**src/rtl/irs_trigger_block_buffer.sv**
```systemverilog
// irs_trigger_block_buffer
//   Keeps a circular history of every block the IRS write controller reports
//   as written. On a trigger it queues the PRETRIG most recent blocks, then the
//   next POSTTRIG blocks written, into a first-word-fall-through readout FIFO.
//   Each queued entry is tagged with an end-of-event flag.
//
//   Optional feature, macro IRS_TRIGBUF_TIMESTAMP_EN:
//     A 16-bit free-running cycle counter is latched on each accepted trigger.
//     The latched value is carried in the FIFO with the first entry of the
//     event and appears on ev_time_o while that entry is at the head. All other
//     entries carry 0.
module irs_trigger_block_buffer #(
  parameter int HIST_AW  = 5,
  parameter int PRETRIG  = 4,
  parameter int POSTTRIG = 4,
  parameter int FIFO_AW  = 6
) (
  input  logic        clk_i,
  input  logic        rst_i,
  input  logic [8:0]  blk_i,
  input  logic        blk_ack_i,
  input  logic        trig_i,
  input  logic        rd_i,
  output logic [8:0]  rd_blk_o,
  output logic        rd_last_o,
  output logic        rd_empty_o,
  output logic        busy_o,
  output logic        trig_ign_o,
  output logic        ovf_o
`ifdef IRS_TRIGBUF_TIMESTAMP_EN
  ,
  output logic [15:0] ev_time_o
`endif
);

  localparam int HIST_DEPTH = 1 << HIST_AW;
  localparam int FIFO_DEPTH = 1 << FIFO_AW;
  // Counter width: holds PRETRIG + POSTTRIG, which is at most HIST_DEPTH.
  localparam int CW = HIST_AW + 1;
`ifdef IRS_TRIGBUF_TIMESTAMP_EN
  localparam int FW = 26;  // {timestamp[15:0], block[8:0], last}
`else
  localparam int FW = 10;  // {block[8:0], last}
`endif

  typedef enum logic {
    IDLE = 1'b0,
    EMIT = 1'b1
  } state_t;

  // History ring and its bookkeeping
  logic [8:0]         ring_q [HIST_DEPTH];
  logic [HIST_AW-1:0] wptr_q, wptr_d;
  logic [CW-1:0]      hist_cnt_q, hist_cnt_d;

  // Event state
  state_t             state_q, state_d;
  logic [HIST_AW-1:0] rptr_q, rptr_d;
  logic [CW-1:0]      rem_q, rem_d;
  logic [CW-1:0]      pre;
  logic               trig_ign_q, trig_ign_d;
  logic               ovf_q, ovf_d;

  // Readout FIFO
  logic [FW-1:0]      fifo_q [FIFO_DEPTH];
  logic [FIFO_AW:0]   fwr_q, fwr_d, frd_q, frd_d, fcnt_q, fcnt_d;
  logic [FW-1:0]      head_q, head_d;
  logic               empty_q, empty_d;
  logic               fifo_full;
  logic               push, pop;
  logic [FW-1:0]      push_data;

`ifdef IRS_TRIGBUF_TIMESTAMP_EN
  logic [15:0]        ts_q, ts_d;
  logic [15:0]        ev_ts_q, ev_ts_d;
  logic               first_q, first_d;
`endif

  // History pointer and saturating count of blocks available as pre-trigger
  always_comb begin
    wptr_d     = wptr_q;
    hist_cnt_d = hist_cnt_q;
    if (blk_ack_i) begin
      wptr_d = wptr_q + 1'b1;
      if (hist_cnt_q != CW'(PRETRIG)) hist_cnt_d = hist_cnt_q + 1'b1;
    end
  end

  // Ring storage; recording never pauses, whatever the event state
  // NOTE: storage arrays carry no reset; validity is tracked by pointers and
  // counts, which keeps the array mappable onto plain RAM.
  always_ff @(posedge clk_i) begin
    if (blk_ack_i) ring_q[wptr_q] <= blk_i;
  end

  assign fifo_full = (fcnt_q == (FIFO_AW + 1)'(FIFO_DEPTH));
  assign pop       = rd_i && (fcnt_q != '0);

`ifdef IRS_TRIGBUF_TIMESTAMP_EN
  assign push_data = {(first_q ? ev_ts_q : 16'h0000), ring_q[rptr_q], (rem_q == CW'(1))};
`else
  assign push_data = {ring_q[rptr_q], (rem_q == CW'(1))};
`endif

  // Event sequencing: trigger capture, ordered emission and overrun detection
  always_comb begin
    state_d    = state_q;
    rptr_d     = rptr_q;
    rem_d      = rem_q;
    trig_ign_d = 1'b0;
    ovf_d      = ovf_q;
    push       = 1'b0;
    // A same-cycle ack is already folded into hist_cnt_d, so that block
    // becomes the newest pre-trigger entry.
    pre        = hist_cnt_d;
`ifdef IRS_TRIGBUF_TIMESTAMP_EN
    ev_ts_d    = ev_ts_q;
    first_d    = first_q;
`endif
    case (state_q)
      IDLE: begin
        if (trig_i) begin
          rptr_d  = wptr_d - pre[HIST_AW-1:0];
          rem_d   = pre + CW'(POSTTRIG);
          state_d = EMIT;
`ifdef IRS_TRIGBUF_TIMESTAMP_EN
          ev_ts_d = ts_q;
          first_d = 1'b1;
`endif
        end
      end
      EMIT: begin
        if (trig_i) trig_ign_d = 1'b1;
        if ((rptr_q != wptr_q) && !fifo_full) begin
          push   = 1'b1;
          rptr_d = rptr_q + 1'b1;
          rem_d  = rem_q - 1'b1;
          if (rem_q == CW'(1)) state_d = IDLE;
`ifdef IRS_TRIGBUF_TIMESTAMP_EN
          first_d = 1'b0;
`endif
        end
        // The writer is about to land on the oldest block still owed to
        // the event: flag it, but keep going with whatever is there.
        if (blk_ack_i && (wptr_d == rptr_d)) ovf_d = 1'b1;
      end
      default: state_d = IDLE;
    endcase
  end

  // FIFO pointers and the registered head word presented to the reader
  always_comb begin
    fwr_d  = fwr_q;
    frd_d  = frd_q;
    fcnt_d = fcnt_q;
    if (push) fwr_d = fwr_q + 1'b1;
    if (pop)  frd_d = frd_q + 1'b1;
    if (push && !pop)      fcnt_d = fcnt_q + 1'b1;
    else if (!push && pop) fcnt_d = fcnt_q - 1'b1;
    empty_d = (fcnt_d == '0);
    head_d  = '0;
    if (!empty_d) begin
      // The new head may be the word being written this cycle.
      if (push && (fwr_q == frd_d)) head_d = push_data;
      else                          head_d = fifo_q[frd_d[FIFO_AW-1:0]];
    end
  end

  // FIFO storage
  always_ff @(posedge clk_i) begin
    if (push) fifo_q[fwr_q[FIFO_AW-1:0]] <= push_data;
  end

`ifdef IRS_TRIGBUF_TIMESTAMP_EN
  // Free-running cycle counter, wraps naturally at 16 bits
  always_comb ts_d = ts_q + 16'd1;
`endif

  // All control state and registered outputs
  always_ff @(posedge clk_i or posedge rst_i) begin
    if (rst_i) begin
      wptr_q     <= '0;
      hist_cnt_q <= '0;
      state_q    <= IDLE;
      rptr_q     <= '0;
      rem_q      <= '0;
      trig_ign_q <= 1'b0;
      ovf_q      <= 1'b0;
      fwr_q      <= '0;
      frd_q      <= '0;
      fcnt_q     <= '0;
      head_q     <= '0;
      empty_q    <= 1'b1;
`ifdef IRS_TRIGBUF_TIMESTAMP_EN
      ts_q       <= '0;
      ev_ts_q    <= '0;
      first_q    <= 1'b0;
`endif
    end else begin
      wptr_q     <= wptr_d;
      hist_cnt_q <= hist_cnt_d;
      state_q    <= state_d;
      rptr_q     <= rptr_d;
      rem_q      <= rem_d;
      trig_ign_q <= trig_ign_d;
      ovf_q      <= ovf_d;
      fwr_q      <= fwr_d;
      frd_q      <= frd_d;
      fcnt_q     <= fcnt_d;
      head_q     <= head_d;
      empty_q    <= empty_d;
`ifdef IRS_TRIGBUF_TIMESTAMP_EN
      ts_q       <= ts_d;
      ev_ts_q    <= ev_ts_d;
      first_q    <= first_d;
`endif
    end
  end

  assign rd_blk_o   = head_q[9:1];
  assign rd_last_o  = head_q[0];
  assign rd_empty_o = empty_q;
  assign busy_o     = (state_q == EMIT);
  assign trig_ign_o = trig_ign_q;
  assign ovf_o      = ovf_q;
`ifdef IRS_TRIGBUF_TIMESTAMP_EN
  assign ev_time_o  = head_q[25:10];
`endif

endmodule

```
**config.mk**
```make
export PLATFORM = sky130hd
export DESIGN_NAME = irs_trigger_block_buffer
export DESIGN_NICKNAME = d
export VERILOG_FILES = /design/src/rtl/irs_trigger_block_buffer.sv
export SDC_FILE = /design/constraint.sdc
export NUM_CORES = 1
export LEC_CHECK = 0
export ABC_CLOCK_PERIOD_IN_PS = 4200
export BUFFER_PORTS_ARGS = -buffer_cell sky130_fd_sc_hd__buf_2
export CORE_ASPECT_RATIO = 1.25
export CORE_MARGIN = 2
export CORE_UTILIZATION = 60
export DETAILED_ROUTE_END_ITERATION = 10
export PLACE_DENSITY = 0.75
export SLEW_MARGIN = 20
export SYNTH_ARGS = -nofsm -noshare
export SYNTH_HDL_FRONTEND = slang
export SYNTH_SLANG_ARGS = --single-unit
export TNS_END_PERCENT = 50
```
**constraint.sdc**
```tcl
create_clock -name clk_i -period 4.2 [get_ports clk_i]
set_input_delay 0.21 -clock clk_i [delete_from_list [all_inputs] [get_ports clk_i]]
set_output_delay 0.21 -clock clk_i [all_outputs]
set_load 0.02 [all_outputs]
```
==> impl_metrics.toml <==
[finish]
final_cells = 4058
n_antenna_cell = 0
final_common_cell = "edfxtp_1"
area.growth.synth_to_final_pct = 11.0
finalNetCount = 3038
fin_util = 0.672
final_area_mm2 = 0.0511
regArea_mm2 = 0.0293
fillers = 5001
drive_gt1_frac = 0.191
multiInputGateArea_mm2 = 0.0158
final_cell_mix = "edfxtp_1, mux2i_1, mux4_2, a21oi_1, buf_4"

[sta]
timing.fmax_mhz = 254
rsz0062_at_grt = "false"
hold_viol_final = 0
finalClockSkew_ns = 0.0348
setup_viol = 0
slew_viol_final = 0
final.period_utilization = 0.936
fin_crit_ns = 3.93
final.setup.tns_ns = 0
relSlewSlack = 0.169
worstMarginPinSlew_ns = 1.25

[floorplanning]
std_cell_rows = 113
die_h_um = 314
io_pins = 28
die_area_mm2 = 0.0791
start_util = 0.606
core_mm2 = 0.0761
die_x_um = 252

[critical_path]
cp_max_fo = 18
cp-end-kind = "flop"
path_cells = "inv_1, ha_1, nor2b_1, a21oi_1, xnor2_4, clkinv_2, buf_4, mux4_2, o21ai_1, o21ai_0, nor4_1, nor3_1"
required_ns = 4.74
slowest_stage = "mux4_2"
critPathKind = "reg -> reg"
critical-path-max-stage-delay_ns = 0.48
crit_arrival_ns = 4.47
critPathLaunchType = "flop"
path_delay_family = "compound AO/OA/AOI/OAI gates"
crit_buf_inv = 3

[global_route]
grtUsageTotal = 0.287
grt_overflow_total = 0
grt_use_met2 = 0.503
grt-busiest-layer = "met2"
use_met1 = 0.356
grt_max_degree = 168
grt_pass1_wl_um = 170000
grt_pass1_vias = 27851
antenna_found_initial = 0
gr-usage-met3 = 0.0366

[outcome]
status = "complete, no violations"

[clocking]
clkTransAtPathRegs_ns = 0.06
clock_sinks = 985
root_buffer = "clkbuf_16"
cts_buffers = 93
clk_latency_ns = 0.68
cts_tree = "built"
h-tree-depth = 3
cts.path.max_buffers = 3

[logic_synthesis]
ys_seq_elements = 985
synth_edf_count = 928
yosys.area_share.adder = 0.00559
netlist_area_mm2 = 0.0461
synthTopCellsByArea = "edfxtp_1, mux2i_1, mux4_2"
yosys.area.top_type = "edfxtp_1"
synthXorXnorAreaFrac = 0.0108
synth_top_family_by_area = "multiplexers"
muxShareOfSynthArea = 0.214
synth_cells = 2935
postSynthAreaPerCell_um2 = 15.7
synth_top_area_frac = 0.605
synth_async_sr_flop_share = 0.0579
yosysSeqAreaShare = 0.636
synthSimpleGateAreaFrac = 0.0510
yosys_warnings = 0
ys.flop_type = "edfxtp_1"
synth_compound_area_frac = 0.0590
syn-num-nets = 2969
synth_cell_types = 78

[routing]
first_pass_iters = 5
viasPerCell = 6.74
avgRoutedWirePerCell_um = 27.8
drc_errors = 0
ant_nets = 0
drtIter0Drc = 2791
vias = 27344
drt_wl_total_um = 113000

[pwr]
powerDensity_mw_per_mm2 = 836
power.total_w = 0.0428
p_int_w = 0.0265
p_sw_frac = 0.379
clkPwrFrac = 0.201
power_frac_seq = 0.349
ir_worst_vdd_mv = 1.67
p_comb_frac = 0.450
cellLeakagePower_nw = 17.9
power.switching_w = 0.0162

[placed_design]
place_congestion = 0.924
dpl.hpwl_um = 69000
io_buffers = 27
dpl_cell_area_mm2 = 0.0479
place_inst = 3875

[run]
maxCapViolations = 0

[min_path]
hp-class = "in -> reg"
## layer usage
metal  vias up  part of all wire
li1      11825                 -
met1     14004              0.37
met2      1222              0.52
met3       293             0.066
met4         0             0.048
met5         -                 0
## Yosys cell counts, types with 29 or more instances
| library cell | n |
|---|---|
| a21oi_1 | 154 |
| mux2_2 | 36 |
| nor2_1 | 129 |
| clkbuf_1 | 101 |
| mux4_2 | 200 |
| dfrtp_1 | 56 |
| o21ai_0 | 35 |
| edfxtp_1 | 928 |
| nand3_1 | 40 |
| a211oi_1 | 79 |
| inv_1 | 38 |
| nand2_1 | 135 |
| nor2b_1 | 71 |
| buf_2 | 56 |
| nor3_1 | 29 |
| xnor2_1 | 31 |
| mux2i_1 | 497 |
| buf_1 | 48 |
## power by group through the flow
stage | Combinational [W] | Sequential [W] | Clock, W
CTS | 0.0190 | 0.0149 | 0.00869
floorplan | 0.0131 | 0.0147 | 0
global route | 0.0203 | 0.0150 | 0.00906
global placement | 0.0184 | 0.0150 | 0
detailed placement | 0.0189 | 0.0151 | 0
finish | 0.0193 | 0.0149 | 0.00859
## final timing paths
check | start | endpoint | slack, ns | cells past startpoint
min in group asynchronous | rst_i | hist_cnt_q[5] | 0.26 | 3
max reg2reg | fcnt_q[0] | head_q[4] | 0.27 | 12
min | blk_i[1] | ring_q[11][1] | 0.08 | 1
max in group asynchronous | rst_i | rd_empty_o | 2.95 | 4
min reg2reg | fwr_q[6] | fwr_q[6] | 0.49 | 1
max | fcnt_q[0] | head_q[4] | 0.27 | 12
## sequential cells by signal, summed over array words and instances, names as in the netlist, 5 cells and up
signal      flops
fcnt_q          7
fifo_q        640
frd_q           7
fwr_q           7
head_q         10
hist_cnt_q      6
rem_q           6
ring_q        288
rptr_q          5
wptr_q          5
## stage by stage
| step | hold WS (ns) | setup WS [ns] |
|---|---|---|
| 6_report | 0.0803 | 0.270 |
| 4_1_cts | 0.0578 | 0.0364 |
| 3_3_place_gp | 0.418 | -0.114 |
| 3_5_place_dp | 0.428 | -0.130 |
| 2_1_floorplan | 0.309 | 0.352 |
| 5_1_grt | 0.102 | 0.0275 |
## logic make-up after synthesis
logic type / count (synthesis)
AO/OA/AOI/OAI: 408
XOR/XNOR: 53
adder cells (fa/ha/maj): 20
buffers and inverters: 254
flip-flops: 985
multiplexers: 733
AND/OR/NAND/NOR: 482
## repair_timing
| item | CTS | global route |
|---|---|---|
| resized for setup | 2 | 2 |
| buffers inserted | 0 | 8 |
| hold buffers | 3 | 0 |
| hold endpoints to repair | 38 | 0 |
| pin swaps | 0 | 2 |
| setup endpoints to repair | 2 | 2 |
## cell type report
| type | instances | area share |
|---|---|---|
| Inverter | 40 | 0.00299 |
| Timing Repair Buffer | 188 | 0.0311 |
| Clock buffer | 131 | 0.0499 |
| Clock inverter | 41 | 0.0106 |
| Multi-Input combinational cell | 1696 | 0.308 |
| Tap cell | 977 | 0.0239 |
| Sequential cell | 985 | 0.573 |
Power figures use the tool's default switching activity.
